`src/rtl/datapath_sequencer.sv`:
```
// Instruction sequencer for the A/B/O register file, ALU and shift register datapath.
// Accepts one opcode/operand per handshake and drives Moore strobes until a done pulse.
module datapath_sequencer #(
  parameter int INPUT_WIDTH  = 4,
  parameter int OPCODE_WIDTH = 4,
  parameter int COUNT_WIDTH  = 4
) (
  input  logic                    clk,
  input  logic                    reset,
  input  logic                    instr_valid,
  output logic                    instr_ready,
  input  logic [OPCODE_WIDTH-1:0] instr_opcode,
  input  logic [INPUT_WIDTH-1:0]  instr_operand,
  output logic [INPUT_WIDTH-1:0]  data_out,
  output logic                    lda,
  output logic                    ldb,
  output logic                    ldo,
  output logic [2:0]              alu_op,
  output logic                    shift_load,
  output logic [1:0]              shift_state,
  input  logic                    shift_flag,
  output logic                    busy,
  output logic                    done,
  output logic                    err_illegal,
  output logic                    underflow
);

  typedef enum logic [2:0] {
    IDLE,
    EXEC,
    ALU_WB,
    SHIFT,
    DONE
  } state_t;

  localparam logic [OPCODE_WIDTH-1:0] OP_LDA = OPCODE_WIDTH'(1);
  localparam logic [OPCODE_WIDTH-1:0] OP_LDB = OPCODE_WIDTH'(2);
  localparam logic [OPCODE_WIDTH-1:0] OP_ADD = OPCODE_WIDTH'(3);
  localparam logic [OPCODE_WIDTH-1:0] OP_XOR = OPCODE_WIDTH'(7);
  localparam logic [OPCODE_WIDTH-1:0] OP_LDS = OPCODE_WIDTH'(8);
  localparam logic [OPCODE_WIDTH-1:0] OP_SHL = OPCODE_WIDTH'(9);
  localparam logic [OPCODE_WIDTH-1:0] OP_SHR = OPCODE_WIDTH'(10);

  state_t                  state;
  state_t                  next_state;
  logic [OPCODE_WIDTH-1:0] opcode_q;
  logic [INPUT_WIDTH-1:0]  operand_q;
  logic [COUNT_WIDTH-1:0]  count;
  logic                    accept;
  logic                    is_alu;
  logic                    is_shift;
  logic                    is_illegal;

  assign accept     = instr_valid && (state == IDLE);
  assign is_alu     = (opcode_q >= OP_ADD) && (opcode_q <= OP_XOR);
  assign is_shift   = (opcode_q == OP_SHL) || (opcode_q == OP_SHR);
  assign is_illegal = (opcode_q > OP_SHR);
  assign data_out   = operand_q;

  always_ff @(posedge clk or posedge reset) begin
    if (reset) begin
      state <= IDLE;
    end else begin
      state <= next_state;
    end
  end

  // A zero shift count skips SHIFT entirely so no shift_state activity is seen.
  always_comb begin
    next_state = state;
    case (state)
      IDLE: begin
        if (instr_valid) begin
          next_state = EXEC;
        end
      end
      EXEC: begin
        if (is_alu) begin
          next_state = ALU_WB;
        end else if (is_shift && (operand_q != '0)) begin
          next_state = SHIFT;
        end else begin
          next_state = DONE;
        end
      end
      ALU_WB: next_state = DONE;
      SHIFT: begin
        if (count == COUNT_WIDTH'(1)) begin
          next_state = DONE;
        end
      end
      DONE:    next_state = IDLE;
      default: next_state = IDLE;
    endcase
  end

  // The final right shift reports its flag one cycle late, hence DONE is also sampled.
  always_ff @(posedge clk or posedge reset) begin
    if (reset) begin
      opcode_q  <= '0;
      operand_q <= '0;
      count     <= '0;
      underflow <= 1'b0;
    end else begin
      if (accept) begin
        opcode_q  <= instr_opcode;
        operand_q <= instr_operand;
        underflow <= 1'b0;
      end else if ((opcode_q == OP_SHR) && ((state == SHIFT) || (state == DONE)) && shift_flag) begin
        underflow <= 1'b1;
      end
      if ((state == EXEC) && is_shift) begin
        count <= COUNT_WIDTH'(operand_q);
      end else if (state == SHIFT) begin
        count <= count - COUNT_WIDTH'(1);
      end
    end
  end

  always_comb begin
    instr_ready = 1'b0;
    lda         = 1'b0;
    ldb         = 1'b0;
    ldo         = 1'b0;
    shift_load  = 1'b0;
    alu_op      = 3'd0;
    shift_state = 2'b00;
    done        = 1'b0;
    err_illegal = 1'b0;
    busy        = (state != IDLE);
    case (state)
      IDLE: instr_ready = 1'b1;
      EXEC: begin
        lda        = (opcode_q == OP_LDA);
        ldb        = (opcode_q == OP_LDB);
        shift_load = (opcode_q == OP_LDS);
        if (is_alu) begin
          alu_op = 3'(opcode_q - OP_ADD);
        end
      end
      ALU_WB: begin
        ldo    = 1'b1;
        alu_op = 3'(opcode_q - OP_ADD);
      end
      SHIFT: shift_state = (opcode_q == OP_SHL) ? 2'b10 : 2'b01;
      DONE: begin
        done        = 1'b1;
        err_illegal = is_illegal;
      end
      default: ;
    endcase
  end

endmodule

```
`config.mk`:
```
export PLATFORM = sky130hd
export DESIGN_NAME = datapath_sequencer
export DESIGN_NICKNAME = d
export VERILOG_FILES = /design/src/rtl/datapath_sequencer.sv
export SDC_FILE = /design/constraint.sdc
export NUM_CORES = 1
export LEC_CHECK = 0
export ABC_AREA = 1
export CAP_MARGIN = 40
export CELL_PAD_IN_SITES_DETAIL_PLACEMENT = 2
export CELL_PAD_IN_SITES_GLOBAL_PLACEMENT = 2
export CORE_MARGIN = 4
export CORE_UTILIZATION = 26
export CTS_CLUSTER_DIAMETER = 60
export DETAILED_ROUTE_END_ITERATION = 12
export GPL_TIMING_DRIVEN = 1
export PLACE_DENSITY = 0.76
export SLEW_MARGIN = 20
export SYNTH_ARGS = -nofsm -noshare
export SYNTH_HDL_FRONTEND = slang
export SYNTH_SLANG_ARGS = --single-unit
```
`constraint.sdc`:
```
create_clock -name clk -period 2.1 [get_ports clk]
set_input_delay 0.63 -clock clk [delete_from_list [all_inputs] [get_ports clk]]
set_output_delay 0.63 -clock clk [all_outputs]
set_load 0.05 [all_outputs]
```
# After elaboration in Yosys (flattened, before gate mapping)
# Index checks and enable logic that the tools add are counted.
# word_totals
register_bits	16
input_bits	12
# classes
add_sub_neg	2
order_cmp	3
eq_ne	12
mux	20
reduce_logical	14
# ops
op	n
3-bit 2-to-1 mux	5
4-bit == test (second input constant)	3
3-bit case mux with 4 select lines	1
1-bit 2-to-1 mux	9
4-bit by 1-bit == test with 1-bit output (second input constant)	2
4-bit 2-to-1 mux	2
3-bit by 2-bit == test with 1-bit output (second input constant)	2
1-bit logical AND	6
3-bit case mux with 2 select lines	1
4-bit by 2-bit == test with 1-bit output (second input constant)	1
4-bit by 2-bit >= comparator with 1-bit output (second input constant)	1
4-bit greater-than comparator (second input constant)	1
4-bit by 3-bit less-or-equal comparator with 1-bit output (second input constant)	1
2-bit 2-to-1 mux	2
2-bit inequality test (second input constant)	2
2-bit nonzero test	2
4-bit nonzero test	1
4-bit by 1-bit subtractor with 4-bit output (second input constant)	1
3-bit by 1-bit == test with 1-bit output (second input constant)	1
3-bit == test (second input constant)	1
3-bit logical NOT	1
3-bit nonzero test	1
3-bit by 2-bit subtractor with 3-bit output (second input constant)	1
1-bit logical OR	2
2-bit AND reduction	1

# Logic depth before layout (Yosys ltp)
# logic_depth
ltp_word	6
ltp_mapped	9
ltp_nobuf	9

# Least setup slack after synthesis
# No wires, ideal clock.
# synth_timing
path_type	flip-flop to output port
startpoint	register state[2]
endpoint	output port alu_op[0]
arrival_ns	2.117
required_ns	1.470
setup_slack_ns	-0.647
path_stages_with_launch	6
cell_sequence	dfrtp_1 inv_2 nand2_1 nor2_1 a21oi_1 nor2_1
# synth_via
elab_chain_len	2
# synth_lines
element	line	source
start, declared	44	state_t state;
start signal, assigned	64	state <= next_state;
3-bit by 2-bit == test with 1-bit output or 3-bit by 1-bit == test with 1-bit output (tied branches)	131	case (state)
3-bit case mux with 2 select lines *	131	
end, declared	18	output logic [2:0] alu_op,
# Every way passes the cells marked *; elsewhere a longest branch is shown, timed or not.

# Worst setup path in the final report
# layout_timing
startpoint	register opcode_q[0]
endpoint	output port alu_op[0]
# layout_via
elab_chain_len	4
# layout_lines
element	line	source
start, declared	46	logic [OPCODE_WIDTH-1:0] opcode_q;
start signal, assigned	106	opcode_q <= instr_opcode;
4-bit by 2-bit >= comparator with 1-bit output or 4-bit by 3-bit less-or-equal comparator with 1-bit output (tied branches)	55	assign is_alu = (opcode_q >= OP_ADD) && (opcode_q <= OP_XOR);
1-bit logical AND	55	
3-bit 2-to-1 mux	137	if (is_alu) begin
3-bit case mux with 2 select lines *	131	
# Marks and branches as above.

==> run metrics <==
Netlist Area Pre-Place=1080 sq um; post-DR wirelength/cell=23.6 microns; vias in the first global route=1318; most frequent cells in the layout=26 x nand2_1, 23 x buf_4; setup_tns=-0.833 ns; Tot GR Track Use=19.1%; Longest Clk Path Bufs=2; Post-route DRC=0; clock-pin slew on the worst setup and hold paths=0.07 ns; mux cell area share after synthesis=0%; Inserted Diodes=0; combinational family with the most area after synthesis=simple AND/OR/NAND/NOR gates; Final WS setup=-0.163 ns; Clock H-tree levels=1; PortBufs=29; I/O pin cnt=30; Worst setup EP type=output port; core area=4000 sq um; period utilization=108%; RSZ-0062 raised after global routing=yes; multi-input combinational cell area=756 sq um; Root Buffer=clkbuf_8; Max Clock Skew=0.000726 ns; Hold WS=between 0.5 and 0.6 ns; Synth Area in XOR/XNOR=2.44%; post-detail-place hpwl=a little under 3000 microns; Post-Layout Cell Count=242; drt initial violations=40; Synth Area in Simple Gates=about a third; grt ovf=0; syn avg cell area=7.93 sq um; worst-case vdd ir drop=0.608 mV; maxcap violations=0; Final Hold Viols=0; DIE WIDTH=72.4 microns; setup slack at placement=-0.00272 ns; pwr dens=1760 nW/um^2; crit path DAT=1.63 ns; startpoint class of the critical path=flop; Rows=23; Final Wtd Congestion=0.773; first drt pass iteration count=4; CTS Sinks=16; Min-Delay Path Class=reg2reg; worst-margin pin slew=approximately 0.29 ns; syn nets=154; CTS buffer count=3; status=complete, but fails checks; die height=72.4 microns; worst-skew pair later-pin latency=0.27 ns; Yosys reg bits=16; # fillers=423; synth warn=0; Final setup viols=8; first-pass GRT wire length=~7300 microns; share of layout cells above drive strength 1=54.7%; post-layout minimum cycle time=2.26 ns; WS Path Type=reg2out; Slew Limit Fails=0; Seq. cell area=407 sq um; Mapped Cells=136; Post-CTS Hold Buffers=0; LEAKAGE=0.925 nW; fin nets=about 210; Distinct cells, synth=24; Power Total=roughly 3.5 mW; Layout area overhead=84.0%; initial core utilization=27.0%; area of the die=5240 sq um; Max Clk Rate=442 MHz; via count=1166; adder-cell share of the synthesized area=6.96%; vias per cell=4.82; Post-Route WL=5720 microns; initial antenna violation count=0; sequential-to-total area share from yosys stat=37.1%; crit path max fanout=3; WP data required=between 1 and 1.5 ns; CTS tree=done; largest net degree at the start of global routing=17; post-route ant nets=0; Synth Area in Compound Gates=11.5%; violated checks=setup timing; number of placed instances, taps included=about 220; commonest non-fill, non-tap cell in the layout=nand2_1; relative slew slack=80.6%
==> cell usage after synthesis <==
library cell	n	area [sq um]
o21ai_1	1	5.00
inv_2	5	18.8
inv_1	16	60.1
o21bai_1	1	7.51
nand3_1	6	30.0
buf_12	1	20.0
nand2_1	30	113
nor3_4	1	16.3
nand2_4	6	67.6
nand3_2	1	10.0
xor2_1	1	8.76
nor3_1	2	10.0
xnor2_1	2	17.5
o21ai_0	3	15.0
o21ai_2	6	52.6
a21oi_1	7	35.0
nand2_2	3	18.8
nor2_2	1	6.26
nor2_1	18	67.6
inv_4	1	6.26
ha_1	6	75.1
a21oi_2	1	8.76
inv_6	1	8.76
dfrtp_1	16	400
==> per-stage QoR <==
| stage | utilization (%) | cell area [sq um] |
|---|---|---|
| floorplan | - | 1110 |
| global placement | 39.1 | 1560 |
| detailed placement | 39.1 | 1560 |
| CTS | 44.2 | 1770 |
| global route | 49.6 | 1980 |
| finish | 49.6 | 1980 |
==> layer usage <==
layer / GRT usage [%] / share of wire [%] / routed length [microns] / up-vias
li1: - / - / - / 529
met2: 38.8 / 56 / 3210 / 29
met5: 0 / 0 / 0 / -
met3: 2.63 / 2.6 / 150 / 13
met1: 19.6 / 37 / 2120 / 595
met4: 6.35 / 4.1 / 232 / 0
==> what timing repair did <==
item,4_1_cts,5_1_grt
setup buffers,9,10
setup endpoints to repair,9,10
pin swaps,8,7
gates resized for setup,25,32
==> flip-flops by register name (all words and copies together), names as in the netlist <==
signal / count
underflow: 1
opcode_q: 4
data_out: 4
count: 4
state: 3
==> where the power goes <==
| group | total, mW | internal [mW] | switching [mW] |
|---|---|---|---|
| registers | 0.655 | 0.449 | 0.206 |
| clock network | 0.306 | 0.168 | 0.138 |
| logic | 2.54 | 1.02 | 1.52 |
==> cell families after synthesis <==
family | after synthesis
simple gates | 68
xor+xnor | 3
fa+ha+maj | 6
buf+inv | 24
compound gates | 19
flops | 16
==> final timing paths <==
check | startpoint | to | slack, ns | depth (start not counted)
max in group asynchronous | reset | state[1] | 1.18 | 3
worst max-delay path | opcode_q[0] | alu_op[0] | -0.16 | 7
worst max register to register | state[2] | state[0] | 0.40 | 9
worst min-delay path | underflow | underflow | 0.57 | 2
min in group asynchronous | reset | opcode_q[2] | 0.71 | 3
worst min register to register | underflow | underflow | 0.57 | 2
==> area by class of cell <==
cell class,instances,area share (%)
inverters,23,5.23
clock buffers,4,2.77
multi-input cells,96,38.1
repair buffers,53,30.3
well taps,50,3.15
flip-flops and latches,16,20.5
==> critical path, stage by stage, from the launching register on <==
cell	delay [ns]
dfrtp_1	0.44
ha_4	0.20
o21ai_4	0.16
inv_2	0.06
a21oi_2	0.15
buf_6	0.15
nor2_4	0.05
buf_6	0.15
Power figures use the tool's default switching activity.
==> variant 1: new RTL, same flow settings <==
Re-encode `state_t` (5 states) as one-hot, 5 bits wide.
--- a/src/rtl/datapath_sequencer.sv
+++ b/src/rtl/datapath_sequencer.sv
@@ -25,12 +25,12 @@
   output logic                    underflow
 );
 
-  typedef enum logic [2:0] {
-    IDLE,
-    EXEC,
-    ALU_WB,
-    SHIFT,
-    DONE
+  typedef enum logic [4:0] {
+    IDLE   = 5'b00001,
+    EXEC   = 5'b00010,
+    ALU_WB = 5'b00100,
+    SHIFT  = 5'b01000,
+    DONE   = 5'b10000
   } state_t;
 
   localparam logic [OPCODE_WIDTH-1:0] OP_LDA = OPCODE_WIDTH'(1);
Check against the original RTL: same outputs for any inputs over 10 cycles, from zero or initial values and one cycle with reset high; not proved beyond that.
==> variant 1 against the original RTL <==
- the run still ends with negative setup slack left
- sequential cell count grew 2
- fmax grew 2.1%
- cell count grew 5.4%
- via count grew 5.7%
- first-iteration DRC count grew 53%
- wire length shrank 0.10%
- setup slack gained 0.047 ns
- synthesized area grew 4.1%
- total power shrank 14%
- final area grew 6.0%
- critical endpoint is now alu_op[1]
- largest power group unchanged
==> variant 1: results (changes against the original RTL) <==
----------------------------------------------------
[Timing]
  Worst path setup slack after routing ... -0.116 ns (was -0.163 ns)
  Number of setup violations in the final report ... 10 (was 8)
  Slew Limit Headroom ... 73.0% (was 80.6%)
  Sum Neg Setup Slack ... -0.596 ns (was -0.833 ns)

[CTS]
  CTS sink count ... 18 (was 16)
  Number of buffers created by CTS ... 3 (unchanged)

[Global routing]
  Global Route met1 Usage ... 23.0% (was 19.6%)
  Wire length of the first global-routing pass ... 7860 um (was 7330 um)
  Met2 Use GR ... 36.4% (was 38.8%)
  GR Util met3 ... 2.60% (was 2.63%)
  Vias in the first global route ... 1420 (was 1318)
  Pin count of the biggest net entering global routing ... 19 (was 17)

[Setup path]
  Largest fanout of any net on the critical path ... 4 (was 3)
  Critical path destination ... alu_op[1] (was alu_op[0])
  Critical Path AT ... 1.59 ns (was 1.63 ns)
  Reg-to-reg slack, setup ... 0.26 ns (was 0.40 ns)
  Depth of the worst register-to-register path ... 7 (was 9)

[Placement]
  Cell area after placement ... 1630 um^2 (was 1560 um^2)
  Weighted congestion reported at the end of routability-driven placement ... 0.813 (was 0.773)
  Cell count after placement ... 229 (was 219)
  DP Worst Slack ... -0.0000380 ns (was -0.00272 ns)

[Final layout]
  Number of ordinary and repair buffers in the finished layout ... 57 (was 53)
  Net total in the final layout ... 224 (was 211)
  Proportion of cell area occupied by registers ... 21.8% (was 20.5%)
  Flip-flop count of the largest register, all copies and words added ... 5
  Post-route standard cell area excluding fillers ... 2100 um^2 (was 1980 um^2)
  Number of fillers in the final layout ... 432 (was 423)
  Clk tree area frac ... 2.14% (was 2.77%)
  Share of final-layout standard cells stronger than drive strength 1 ... 48.3% (was 54.7%)
  Relative area of non-clock buffer cells in the final design ... 30.0% (was 30.3%)
  Multi-In Gates ... 101 (was 96)
  Non-clock inverter count in the final layout ... 25 (was 23)

[Status]
  Run status ... finished with violations (unchanged)
  Violated checks ... negative setup slack (unchanged)

[Floorplan]
  Well Taps ... 50 (unchanged)

[Synthesis]
  Synth Instances ... 145 (was 136)
  Number of nets in the synthesized netlist ... 163 (was 154)
  Share of the yosys chip area belonging to registers ... 40.2% (was 37.1%)
  Number of library cell types mapped by synthesis ... 22 (was 24)
  Most area-consuming cells after synthesis ... sky130_fd_sc_hd__dfrtp_1 (38%), sky130_fd_sc_hd__nand2_1 (9.7%), sky130_fd_sc_hd__inv_1 (8.4%) (was sky130_fd_sc_hd__dfrtp_1 (37%), sky130_fd_sc_hd__nand2_1 (10%), sky130_fd_sc_hd__ha_1 (7.0%))

[Route]
  Post-detailed-route via-to-cell ratio ... 4.83 (was 4.82)
  Violation count after the first detailed-route iteration ... 61 (was 40)
  Routed met3 length ... 192 um (was 150 um)

[Power]
  Maximum vdd drop ... 0.491 mV (was 0.608 mV)
  Leakage ... 0.000977 uW (was 0.000925 uW)

----------------------------------------------------
-- variant 1: power by group --
part | internal [uW] | total, uW | leakage [uW] | switching [uW]
logic | 798 | 2020 | 0.000732 | 1220
registers | 495 | 708 | 0.000223 | 213
clock network | 136 | 277 | 0.0000228 | 141
-- variant 1: cell families after synthesis --
kind of cell | Yosys count | share of synthesized area (%)
AOI/OAI and AO/OA | 18 | 8.25
DFF | 18 | 40.2
buffers and inverters | 26 | 9.70
and+or+nand+nor | 75 | 33.6
xor gates and xnor gates | 2 | 1.56
adders and majority gates | 6 | 6.69
-- variant 1: worst min-delay path by stage --
stage	cells after the start	end	slack (ns)	from
final	2	underflow	0.55	underflow
after global routing	2	underflow	0.56	underflow
after CTS	2	underflow	0.54	underflow
after detailed placement	2	underflow	0.53	underflow
after global placement	2	count[3]	0.49	count[3]
after floorplan	2	count[1]	0.48	count[1]
-- variant 1: timing repair --
item,4_1_cts,5_1_grt
pin swaps,14,11
gates resized for setup,39,27
cloned,0,0
endpoints found under the setup margin,11,13
setup buffers,12,10
==> variant 2: new RTL, config.mk and constraints unchanged <==
Without the edit above. Change the parameter `OPCODE_WIDTH` from 4 to 3.
--- a/src/rtl/datapath_sequencer.sv
+++ b/src/rtl/datapath_sequencer.sv
@@ -2,7 +2,7 @@
 // Accepts one opcode/operand per handshake and drives Moore strobes until a done pulse.
 module datapath_sequencer #(
   parameter int INPUT_WIDTH  = 4,
-  parameter int OPCODE_WIDTH = 4,
+  parameter int OPCODE_WIDTH = 3,
   parameter int COUNT_WIDTH  = 4
 ) (
   input  logic                    clk,
Interface: changed (resized instr_opcode); port bits go from 30 to 29. The function was not compared with the original's and may differ.
==> variant 2 against the original RTL <==
- the run still ends with negative setup slack left
- total power decreased by 8.8%
- clock skew increased by 0.0039 ns
- sequential cell count decreased by 1
- combinational power decreased by 6%
- synthesized cell count decreased by 3.7%
- synthesized area decreased by 5.2%
- final area decreased by 11%
- wire length decreased by 23%
- setup slack got worse by 0.15 ns
- critical path depth unchanged
- critical endpoint is now alu_op[2]
- largest power group unchanged
==> variant 2: results (changes against the original RTL) <==
----------------------------------------------------
[CTS]
  Post-cts gate resize count ... 36 (was 25)
  Insertion delay to the later sink of the worst-skew pair ... 0.25 ns (was 0.27 ns)
  Number of buffers added for setup after CTS ... 2 (was 9)

[Status]
  Run status ... finished with violations (unchanged)
  Violated checks ... negative setup slack (unchanged)

[Route]
  Post-detailed-route via-to-cell ratio ... 4.77 (was 4.82)
  Overall routed net length ... 4410 um (was 5720 um)
  Violation count after the first detailed-route iteration ... 19 (was 40)

[Timing]
  Number of setup violations in the final report ... 6 (was 8)
  Slew Limit Headroom ... 60.2% (was 80.6%)
  Worst clock skew ... 0.00464 ns (was 0.000726 ns)
  Sum Neg Setup Slack ... -1.08 ns (was -0.833 ns)
  Worst path setup slack after routing ... -0.313 ns (was -0.163 ns)

[Global routing]
  Wire length of the first global-routing pass ... 6670 um (was 7330 um)
  Vias in the first global route ... 1244 (was 1318)
  All-layer global routing usage ... 17.3% (was 19.1%)
  Pin count of the biggest net entering global routing ... 16 (was 17)

[Synthesis]
  Number of library cell types mapped by synthesis ... 21 (was 24)
  Most frequent cells after synthesis ... sky130_fd_sc_hd__nand2_1 (38), sky130_fd_sc_hd__inv_1 (16), sky130_fd_sc_hd__dfrtp_1 (15), sky130_fd_sc_hd__nor2_1 (12), sky130_fd_sc_hd__ha_1 (8) (was sky130_fd_sc_hd__nand2_1 (30), sky130_fd_sc_hd__nor2_1 (18), sky130_fd_sc_hd__dfrtp_1 (16), sky130_fd_sc_hd__inv_1 (16), sky130_fd_sc_hd__a21oi_1 (7))
  Most area-consuming cells after synthesis ... sky130_fd_sc_hd__dfrtp_1 (37%), sky130_fd_sc_hd__nand2_1 (14%), sky130_fd_sc_hd__ha_1 (9.8%) (was sky130_fd_sc_hd__dfrtp_1 (37%), sky130_fd_sc_hd__nand2_1 (10%), sky130_fd_sc_hd__ha_1 (7.0%))
  Number of nets in the synthesized netlist ... 150 (was 154)
  Share of the yosys chip area belonging to registers ... 36.7% (was 37.1%)

[Placement]
  Count of buffers inserted at the top-level ports ... 28 (was 29)
  Weighted congestion reported at the end of routability-driven placement ... 0.727 (was 0.773)
  DP Worst Slack ... -0.125 ns (was -0.00272 ns)
  Cell area after placement ... 1530 um^2 (was 1560 um^2)

[Final layout]
  Net total in the final layout ... 194 (was 211)
  Number of fillers in the final layout ... 427 (was 423)
  Share of final-layout standard cells stronger than drive strength 1 ... 48.3% (was 54.7%)

[Power]
  Leakage ... 0.000823 uW (was 0.000925 uW)

[Setup path]
  Critical Path AT ... 1.78 ns (was 1.63 ns)

----------------------------------------------------
[variant 2: path summary, 6_finish.rpt]
check                               to  slack (ns)  cells after the start
setup / recovery             alu_op[2]       -0.31                      7
hold / removal               underflow        0.52                      2
setup reg to reg              count[0]        0.17                      9
hold reg to reg              underflow        0.52                      2
max in group asynchronous  opcode_q[2]        0.92                      2
min in group asynchronous     state[0]        0.75                      2
[variant 2: worst reg2reg max path, delay by kind of cell (launching register included)]
family | cells | cell delay, ns
AO/OA/AOI/OAI | 1 | 0.42
AND/OR/NAND/NOR | 4 | 0.45
buffers and inverters | 3 | 0.34
flip-flops | 1 | 0.43
adder cells (fa/ha/maj) | 1 | 0.18
[variant 2: area by class of cell]
cell class | instances | area, um^2 | share of cell area (%)
Clock inverter | 1 | 5.00 | 0.282
Clock buffer | 3 | 41.3 | 2.33
Timing Repair Buffer | 40 | 477 | 26.9
Multi-Input combinational cell | 93 | 711 | 40.1
Sequential cell | 15 | 377 | 21.2
Tap cell | 48 | 60.1 | 3.39
Inverter | 22 | 103 | 5.79
[variant 2: logic make-up after synthesis]
kind of cell / share of synthesized area, %
buffers and inverters: 10.5
AND/OR/NAND/NOR: 30.7
flip-flops: 36.7
XOR/XNOR: 0.857
adder cells (fa/ha/maj): 9.79
AO/OA/AOI/OAI: 11.4
[variant 2: layer usage]
layer,wire [um],up-vias,share of wire (%),track usage [%]
met2,2470,26,56,32.3
met4,34,0,0.77,4.80
met5,0,-,0,0
li1,-,498,-,-
met1,1770,532,40,19.9
met3,140,2,3.2,3.13
[variant 2: power breakdown]
group / leakage, uW / internal (uW) / switching, uW
Clock: 0.0000255 / 131 / 105
Combinational: 0.000610 / 898 / 1490
Sequential: 0.000188 / 421 / 146
Total: 0.000823 / 1450 / 1740
